<file path="src/rtl/mano_io_pkg.sv">
// Shared defaults and derived widths for the Mano basic-computer I/O unit.
// Optional loopback path is enabled by defining MANO_IO_LOOPBACK_EN.
package mano_io_pkg;

    localparam int DATA_W_DEF     = 8;
    localparam int FIFO_DEPTH_DEF = 4;
    localparam int PTR_W          = $clog2(FIFO_DEPTH_DEF);
    localparam int CNT_W          = PTR_W + 1;

    // Occupancy counter width for an arbitrary power-of-two depth
    function automatic int cnt_width(input int depth);
        return $clog2(depth) + 1;
    endfunction

endpackage

</file>
<file path="src/rtl/mano_io_fifo.sv">
// Small synchronous FIFO buffering device bytes ahead of INPR.
// FIFO_DEPTH must be a power of two so the pointers wrap naturally.
module mano_io_fifo
    import mano_io_pkg::*;
#(
    parameter int DATA_W     = DATA_W_DEF,
    parameter int FIFO_DEPTH = FIFO_DEPTH_DEF
) (
    input  logic                          clk,
    input  logic                          rst,
    input  logic                          push,
    input  logic [DATA_W-1:0]             push_data,
    input  logic                          pop,
    output logic [DATA_W-1:0]             pop_data,
    output logic                          full,
    output logic                          empty,
    output logic [$clog2(FIFO_DEPTH):0]   count
);

    localparam int PW = $clog2(FIFO_DEPTH);
    localparam int CW = cnt_width(FIFO_DEPTH);

    logic [DATA_W-1:0] mem [FIFO_DEPTH];
    logic [PW-1:0]     wr_ptr;
    logic [PW-1:0]     rd_ptr;
    logic              push_ok;
    logic              pop_ok;

    assign full     = (count == CW'(FIFO_DEPTH));
    assign empty    = (count == '0);
    assign push_ok  = push && !full;
    assign pop_ok   = pop && !empty;
    assign pop_data = mem[rd_ptr];

    // Storage array; contents are don't-care until written, so no reset
    always_ff @(posedge clk) begin
        if (push_ok) begin
            mem[wr_ptr] <= push_data;
        end
    end

    // Pointer and occupancy bookkeeping; simultaneous push and pop keeps count
    always_ff @(posedge clk) begin
        if (rst) begin
            wr_ptr <= '0;
            rd_ptr <= '0;
            count  <= '0;
        end else begin
            if (push_ok) begin
                wr_ptr <= wr_ptr + 1'b1;
            end
            if (pop_ok) begin
                rd_ptr <= rd_ptr + 1'b1;
            end
            case ({push_ok, pop_ok})
                2'b10:   count <= count + 1'b1;
                2'b01:   count <= count - 1'b1;
                default: count <= count;
            endcase
        end
    end

endmodule

</file>
<file path="src/rtl/mano_io_unit.sv">
// Mano basic-computer I/O unit: INPR/FGI, OUTR/FGO, IEN and the interrupt
// request, with a device-side FIFO in front of INPR.
// Defining MANO_IO_LOOPBACK_EN adds lb_en, which routes OUTR into the FIFO.
module mano_io_unit
    import mano_io_pkg::*;
#(
    parameter int DATA_W     = DATA_W_DEF,
    parameter int FIFO_DEPTH = FIFO_DEPTH_DEF
) (
    input  logic              clk,
    input  logic              rst,
`ifdef MANO_IO_LOOPBACK_EN
    input  logic              lb_en,
`endif
    input  logic [DATA_W-1:0] in_data,
    input  logic              in_valid,
    output logic              in_ready,
    output logic [DATA_W-1:0] out_data,
    output logic              out_valid,
    input  logic              out_ready,
    input  logic              inp_rd,
    output logic [DATA_W-1:0] inpr,
    output logic              fgi,
    input  logic              out_wr,
    input  logic [DATA_W-1:0] out_wdata,
    output logic              fgo,
    input  logic              ien_set,
    input  logic              ien_clr,
    input  logic              irq_ack,
    output logic              ien,
    output logic              irq
);

    localparam int CW = cnt_width(FIFO_DEPTH);

    logic              lb;
    logic              fifo_full;
    logic              fifo_empty;
    logic [CW-1:0]     fifo_count;
    logic [DATA_W-1:0] fifo_head;
    logic [DATA_W-1:0] push_data;
    logic              push;
    logic              pop;
    logic              ov_q;
    logic              out_hs;

`ifdef MANO_IO_LOOPBACK_EN
    assign lb = lb_en;
`else
    assign lb = 1'b0;
`endif

    // In loopback the pending OUTR byte is the FIFO source and the device side is muted
    assign in_ready  = !rst && !fifo_full && !lb;
    assign push      = lb ? (ov_q && !fifo_full) : (in_valid && in_ready);
    assign push_data = lb ? out_data : in_data;
    assign out_hs    = ov_q && (lb ? !fifo_full : out_ready);
    assign out_valid = ov_q && !lb;
    assign pop       = !fgi && !fifo_empty;

    mano_io_fifo #(
        .DATA_W     (DATA_W),
        .FIFO_DEPTH (FIFO_DEPTH)
    ) u_fifo (
        .clk        (clk),
        .rst        (rst),
        .push       (push),
        .push_data  (push_data),
        .pop        (pop),
        .pop_data   (fifo_head),
        .full       (fifo_full),
        .empty      (fifo_empty),
        .count      (fifo_count)
    );

    // Consistency check between the FIFO's full flag and its count; ignored by synthesis
    always_ff @(posedge clk) begin
        if (!rst) begin
            assert (fifo_full == (fifo_count == CW'(FIFO_DEPTH)));
        end
    end

    // INPR/FGI: a read clears FGI, the refill from the FIFO waits for the next edge
    always_ff @(posedge clk) begin
        if (rst) begin
            inpr <= '0;
            fgi  <= 1'b0;
        end else if (fgi && inp_rd) begin
            fgi <= 1'b0;
        end else if (pop) begin
            inpr <= fifo_head;
            fgi  <= 1'b1;
        end
    end

    // OUTR/FGO: handshake frees OUTR; writes only land when FGO was already set
    always_ff @(posedge clk) begin
        if (rst) begin
            out_data <= '0;
            ov_q     <= 1'b0;
            fgo      <= 1'b1;
        end else if (out_hs) begin
            ov_q <= 1'b0;
            fgo  <= 1'b1;
        end else if (out_wr && fgo) begin
            out_data <= out_wdata;
            ov_q     <= 1'b1;
            fgo      <= 1'b0;
        end
    end

    // IEN and the registered interrupt request; clears win over ION
    always_ff @(posedge clk) begin
        if (rst) begin
            ien <= 1'b0;
            irq <= 1'b0;
        end else begin
            if (irq_ack || ien_clr) begin
                ien <= 1'b0;
            end else if (ien_set) begin
                ien <= 1'b1;
            end
            irq <= !irq_ack && ien && (fgi || fgo);
        end
    end

endmodule
</file>
<file path="config.mk">
export PLATFORM = sky130hd
export DESIGN_NAME = mano_io_unit
export DESIGN_NICKNAME = d
export VERILOG_FILES = /design/src/rtl/mano_io_pkg.sv /design/src/rtl/mano_io_fifo.sv /design/src/rtl/mano_io_unit.sv
export SDC_FILE = /design/constraint.sdc
export NUM_CORES = 1
export LEC_CHECK = 0
export BUFFER_PORTS_ARGS = -buffer_cell sky130_fd_sc_hd__buf_2
export CAP_MARGIN = 10
export CORE_UTILIZATION = 54
export CTS_CLUSTER_SIZE = 25
export DETAILED_ROUTE_END_ITERATION = 8
export PLACE_DENSITY = 0.78
export SETUP_SLACK_MARGIN = 0.2
export SLEW_MARGIN = 20
export SYNTH_ARGS = -nofsm -noshare
export SYNTH_HDL_FRONTEND = slang
export SYNTH_SLANG_ARGS = --single-unit
</file>
<file path="constraint.sdc">
create_clock -name clk -period 2.43 [get_ports clk]
set_clock_uncertainty 0.2 [all_clocks]
set_input_delay 0.243 -clock clk [delete_from_list [all_inputs] [get_ports clk]]
set_output_delay 0.243 -clock clk [all_outputs]
set_load 0.03 [all_outputs]
</file>
==> results.md <==
- The global routing usage on met2 is 0.417.
- After synthesis, the cell types taking the most area are sky130_fd_sc_hd__edfxtp_1 (40%), sky130_fd_sc_hd__dfxtp_1 (24%), sky130_fd_sc_hd__mux4_2 (7.6%).
- In the final layout, the share of cells above drive strength 1 is 0.319.
- Adding up every negative setup slack in the final design gives 0 ns.
- The starting density of the core is 0.578.
- The share of synthesized area in the top cell type comes to 0.404.
- The Yosys step of the flow raised 0 warnings.
- The final-layout fill cell count is 259.
- The count of buffer and inverter cells on the critical path is 2.
- The total power density per cell area is between 1000 and 1500 mW/mm^2.
- The H-tree generated during clock tree synthesis spans 3 levels.
- Counting every sink on the clock net gives 60.
- The first-pass GRT wire length is 7760 um.
- The final cell count without fillers is a little over 300.
- The floorplan core area is 0.00412 sq mm.
- The HPWL after detailed placement is 3040 um.
- In this run the tightest slew margin relative to its limit is 0.536.
- Of the total power, the clock network draws 0.295.
- The number of antenna violations at the first check in global routing is 0.
- Data arrives at the worst endpoint at between 2 and 2.5 ns.
- Among the stages of the critical path, the cell type that occurs most often is sky130_fd_sc_hd__inv_1.
- After the last flow step, the layout net total stands at 286.
- met2 is the most crowded layer.
- The area enclosed by the die boundary is between 0.004 and 0.005 sq mm.
- The buffer cell driving the clock tree root is sky130_fd_sc_hd__clkbuf_8.
- The flow ran to the end, and the final reports show no timing, DRC or antenna violations.
- The cell area that synthesis handed to floorplanning was 0.00238 sq mm.
- Of the total power, registers draw 0.386.
- The number of distinct standard cells referenced by the synthesized netlist is 31.
- The final antenna-violating net count is 0.
- The type of the most critical hold path is primary input to flip-flop.
- The peak fanout along the critical path is 5.
- For this run, global-route usage on met1 was measured as 0.283.
- The final count of hold timing violations is 0.
- The finished cells cover 0.00312 sq mm.
- The largest stage delay on the critical path is 0.37 ns.
- The first TritonRoute pass finished after 4 iterations.
- The path type of the worst setup path is flip-flop to flip-flop.
- The final critical-path required period is 2.15 ns.
- The largest individual stage delay along the critical path comes from the cell sky130_fd_sc_hd__dfxtp_4.
- The clock-pin transition on the worst setup and hold timing paths is around 0.07 ns.
- The most area-hungry cell type in the Yosys netlist is sky130_fd_sc_hd__edfxtp_1.
- The number of max-slew violations in the final report is 0.
- Across the run, the number of max-cap violations was 0.
- The number of violations reported at the end of detailed-routing iteration 0 is 139.
- The number of global-route vias before repair is about 1600.
- Measured on the finished design, the core utilization comes to 0.757.
- The mean number of vias per cell is 5.44.
- The number of buffers added by the clock tree synthesis step is 9.
- The deepest clock path buffer count is 2.
- Traced cell by cell, the critical path runs through nor3b_4 -> nor3b_2 -> inv_1 -> ha_4 -> inv_1 -> fa_2 -> xor2_1 -> or3_1 -> a21oi_1.
- Dividing the final minimum period by the clock period gives 0.887.
- Data on the critical path is required at its endpoint by 2.48 ns.
- The post-placement cell count is 274.
- For the pin with the worst max-slew slack, the measured transition is between 0.6 and 0.7 ns.
- The maximum VDD drop is 0.000560 V.
- The vertical extent of the die is 68.4 um.
- In this run the static leakage power is between 1 and 1.5 nW.
- The x dimension of the die is 68.4 um.
- Summing all multi-input logic gate instances after layout gives 796 sq um.
- After floorplanning, the core was divided into 23 placement rows.
- The share of total power consumed by net switching is 0.333.
- The total setup violations reported at the end of the flow is 0.
- Grouping stages by cell kind, the critical path spends the most delay in simple AND/OR/NAND/NOR gates.
- The net switching power is 1.20 mW.
- The pin count of the biggest net entering global routing is 29.
- Wires add up to 5240 um.
- The TritonCTS clock tree is built.
- Synthesis produced 184 cells.
- Routability-driven placement finished with a final weighted congestion of 0.685.
- The overall power is 3.60 mW.
- The synthesized netlist net count is 215.
- The logic gate share of total power is 0.319.
- The average instance area after synthesis is 12.9 sq um.
- For this design the top-level I/O count stands at 47.
- The upper clock frequency limit is 464 MHz.
- The routed wire length per instance is roughly 17 um.
- The detailed-route DRC error count is 0.
- The number of antenna diodes in the final layout is 0.
- The design internal power is around 2.4 mW.
- Port buffering added 46 buffers.
- In the final layout, flip-flops and latches occupy 0.00153 sq mm.
- The post-synthesis sequential element count is 60.
- The sequential share of the synthesized area is 0.639.
- The clock insertion delay at the later pin of the skew report is 0.32 ns.
- The startpoint type of the worst setup path is a flip-flop.
- Across all layers, the routed design uses 1685 vias.
- The total global-route track usage is 0.244.
- In this run the cell area measured after placement is between 0.002 and 0.003 sq mm.
- Summed over all layers, the global routing overflow is 0.
- Compared with the post-synthesis result, the final layout area differs by 31.0%.
- Setup repair after global routing left no endpoint under its margin.
- The worst setup path is captured at a flip-flop.
- In the global route stage, met3 resource usage came out at 0.0833.
==> layout by cell type, fill, tap and decap left out, drive strengths merged, types with 3 or more instances in the layout <==
cell type,count
buf,51
clkinv,5
a21oi,19
dfxtp,28
nor2,11
nand3,17
and2,6
clkbuf,9
nand2,3
bufinv,3
ha,5
o21ai,18
inv,8
or3,3
mux4,8
dlygate4sd3,19
edfxtp,32
==> final timing paths <==
| check | from | endpoint | slack [ns] | depth (start not counted) |
|---|---|---|---|---|
| hold reg to reg | inpr[0] | inpr[0] | 0.28 | 2 |
| setup reg to reg | u_fifo.count[1] | u_fifo.count[2] | 0.28 | 9 |
| hold / removal | out_ready | out_valid | 0.02 | 3 |
| setup / recovery | u_fifo.count[1] | u_fifo.count[2] | 0.28 | 9 |
==> cell usage after synthesis <==
cell type,instances
sky130_fd_sc_hd__o21a_1,1
sky130_fd_sc_hd__nand2b_1,1
sky130_fd_sc_hd__or3_1,3
sky130_fd_sc_hd__nor3b_2,1
sky130_fd_sc_hd__ha_1,5
sky130_fd_sc_hd__mux2i_1,1
sky130_fd_sc_hd__edfxtp_1,32
sky130_fd_sc_hd__nand2_1,3
sky130_fd_sc_hd__a31o_1,1
sky130_fd_sc_hd__clkinv_1,1
sky130_fd_sc_hd__clkbuf_1,4
sky130_fd_sc_hd__nor4_1,1
sky130_fd_sc_hd__mux4_2,8
sky130_fd_sc_hd__a311oi_2,1
sky130_fd_sc_hd__mux2_2,2
sky130_fd_sc_hd__nor2_1,11
sky130_fd_sc_hd__buf_1,2
sky130_fd_sc_hd__buf_2,1
sky130_fd_sc_hd__dfxtp_1,28
sky130_fd_sc_hd__buf_6,2
sky130_fd_sc_hd__nand3_1,17
sky130_fd_sc_hd__a21oi_1,19
sky130_fd_sc_hd__and2_1,6
sky130_fd_sc_hd__nor3b_1,1
sky130_fd_sc_hd__nor3_1,1
sky130_fd_sc_hd__clkbuf_2,1
sky130_fd_sc_hd__fa_1,1
sky130_fd_sc_hd__o21ai_0,18
sky130_fd_sc_hd__inv_1,8
sky130_fd_sc_hd__xor2_1,2
sky130_fd_sc_hd__nor4b_1,1
==> per-layer routing <==
| layer | vias up | routed length, um |
|---|---|---|
| li1 | 812 | - |
| met1 | 815 | 2210 |
| met2 | 56 | 2760 |
| met3 | 2 | 243 |
| met4 | 0 | 25 |
| met5 | - | 0 |
==> registers in the layout (all words and copies together) (netlist names) <==
register,cells
out_data,8
u_fifo.rd_ptr,2
u_fifo.mem,32
u_fifo.wr_ptr,2
ien,1
inpr,8
u_fifo.count,3
fgi,1
irq,1
fgo,1
out_valid,1
==> tightest hold or removal path: cells and delay by family <==
kind	cells	cell delay (ns)
simple gates	1	0.03
buf+inv	1	0.09
mux	1	0.13
==> what timing repair did <==
action | 4_1_cts | 5_1_grt
endpoints found under the hold margin | 42 | 0
pin swaps | 1 | 2
resized for setup | 5 | 4
setup buffers | 1 | 0
hold buffers | 19 | 0
setup endpoints to repair | 1 | 1
==> power by group through the flow <==
stage               clock network (mW)  registers (mW)  logic, mW
floorplan                            0            1.47      0.681
global placement                     0            1.38      0.986
detailed placement                   0            1.39       1.02
CTS                               1.08            1.38       1.09
global route                      1.12            1.41       1.25
finish                            1.06            1.39       1.15
==> kinds of logic after synthesis <==
kind of cell,Yosys count,synth area share
AO/OA/AOI/OAI,40,0.0910
XOR/XNOR,2,0.00736
adder cells (fa/ha/maj),6,0.0347
buffers and inverters,19,0.0373
flip-flops,60,0.639
multiplexers,11,0.0894
AND/OR/NAND/NOR,46,0.101
==> stage by stage <==
step                      worst slack [ns]  hold WS [ns]
final                                0.275        0.0159
after global routing                 0.190        0.0180
after CTS                            0.210     0.0000435
after detailed placement            0.0907         0.213
after global placement               0.184         0.210
after floorplan                      0.217         0.120
==> cell type report <==
| type | count | area share |
|---|---|---|
| flip-flops and latches | 60 | 0.490 |
| clock buffers | 9 | 0.0397 |
| repair buffers | 70 | 0.147 |
| multi-input cells | 105 | 0.255 |
| clock inverters | 7 | 0.0369 |
| inverters | 9 | 0.0108 |
| well taps | 50 | 0.0201 |
No activity file was read; power rests on OpenSTA's default activity.
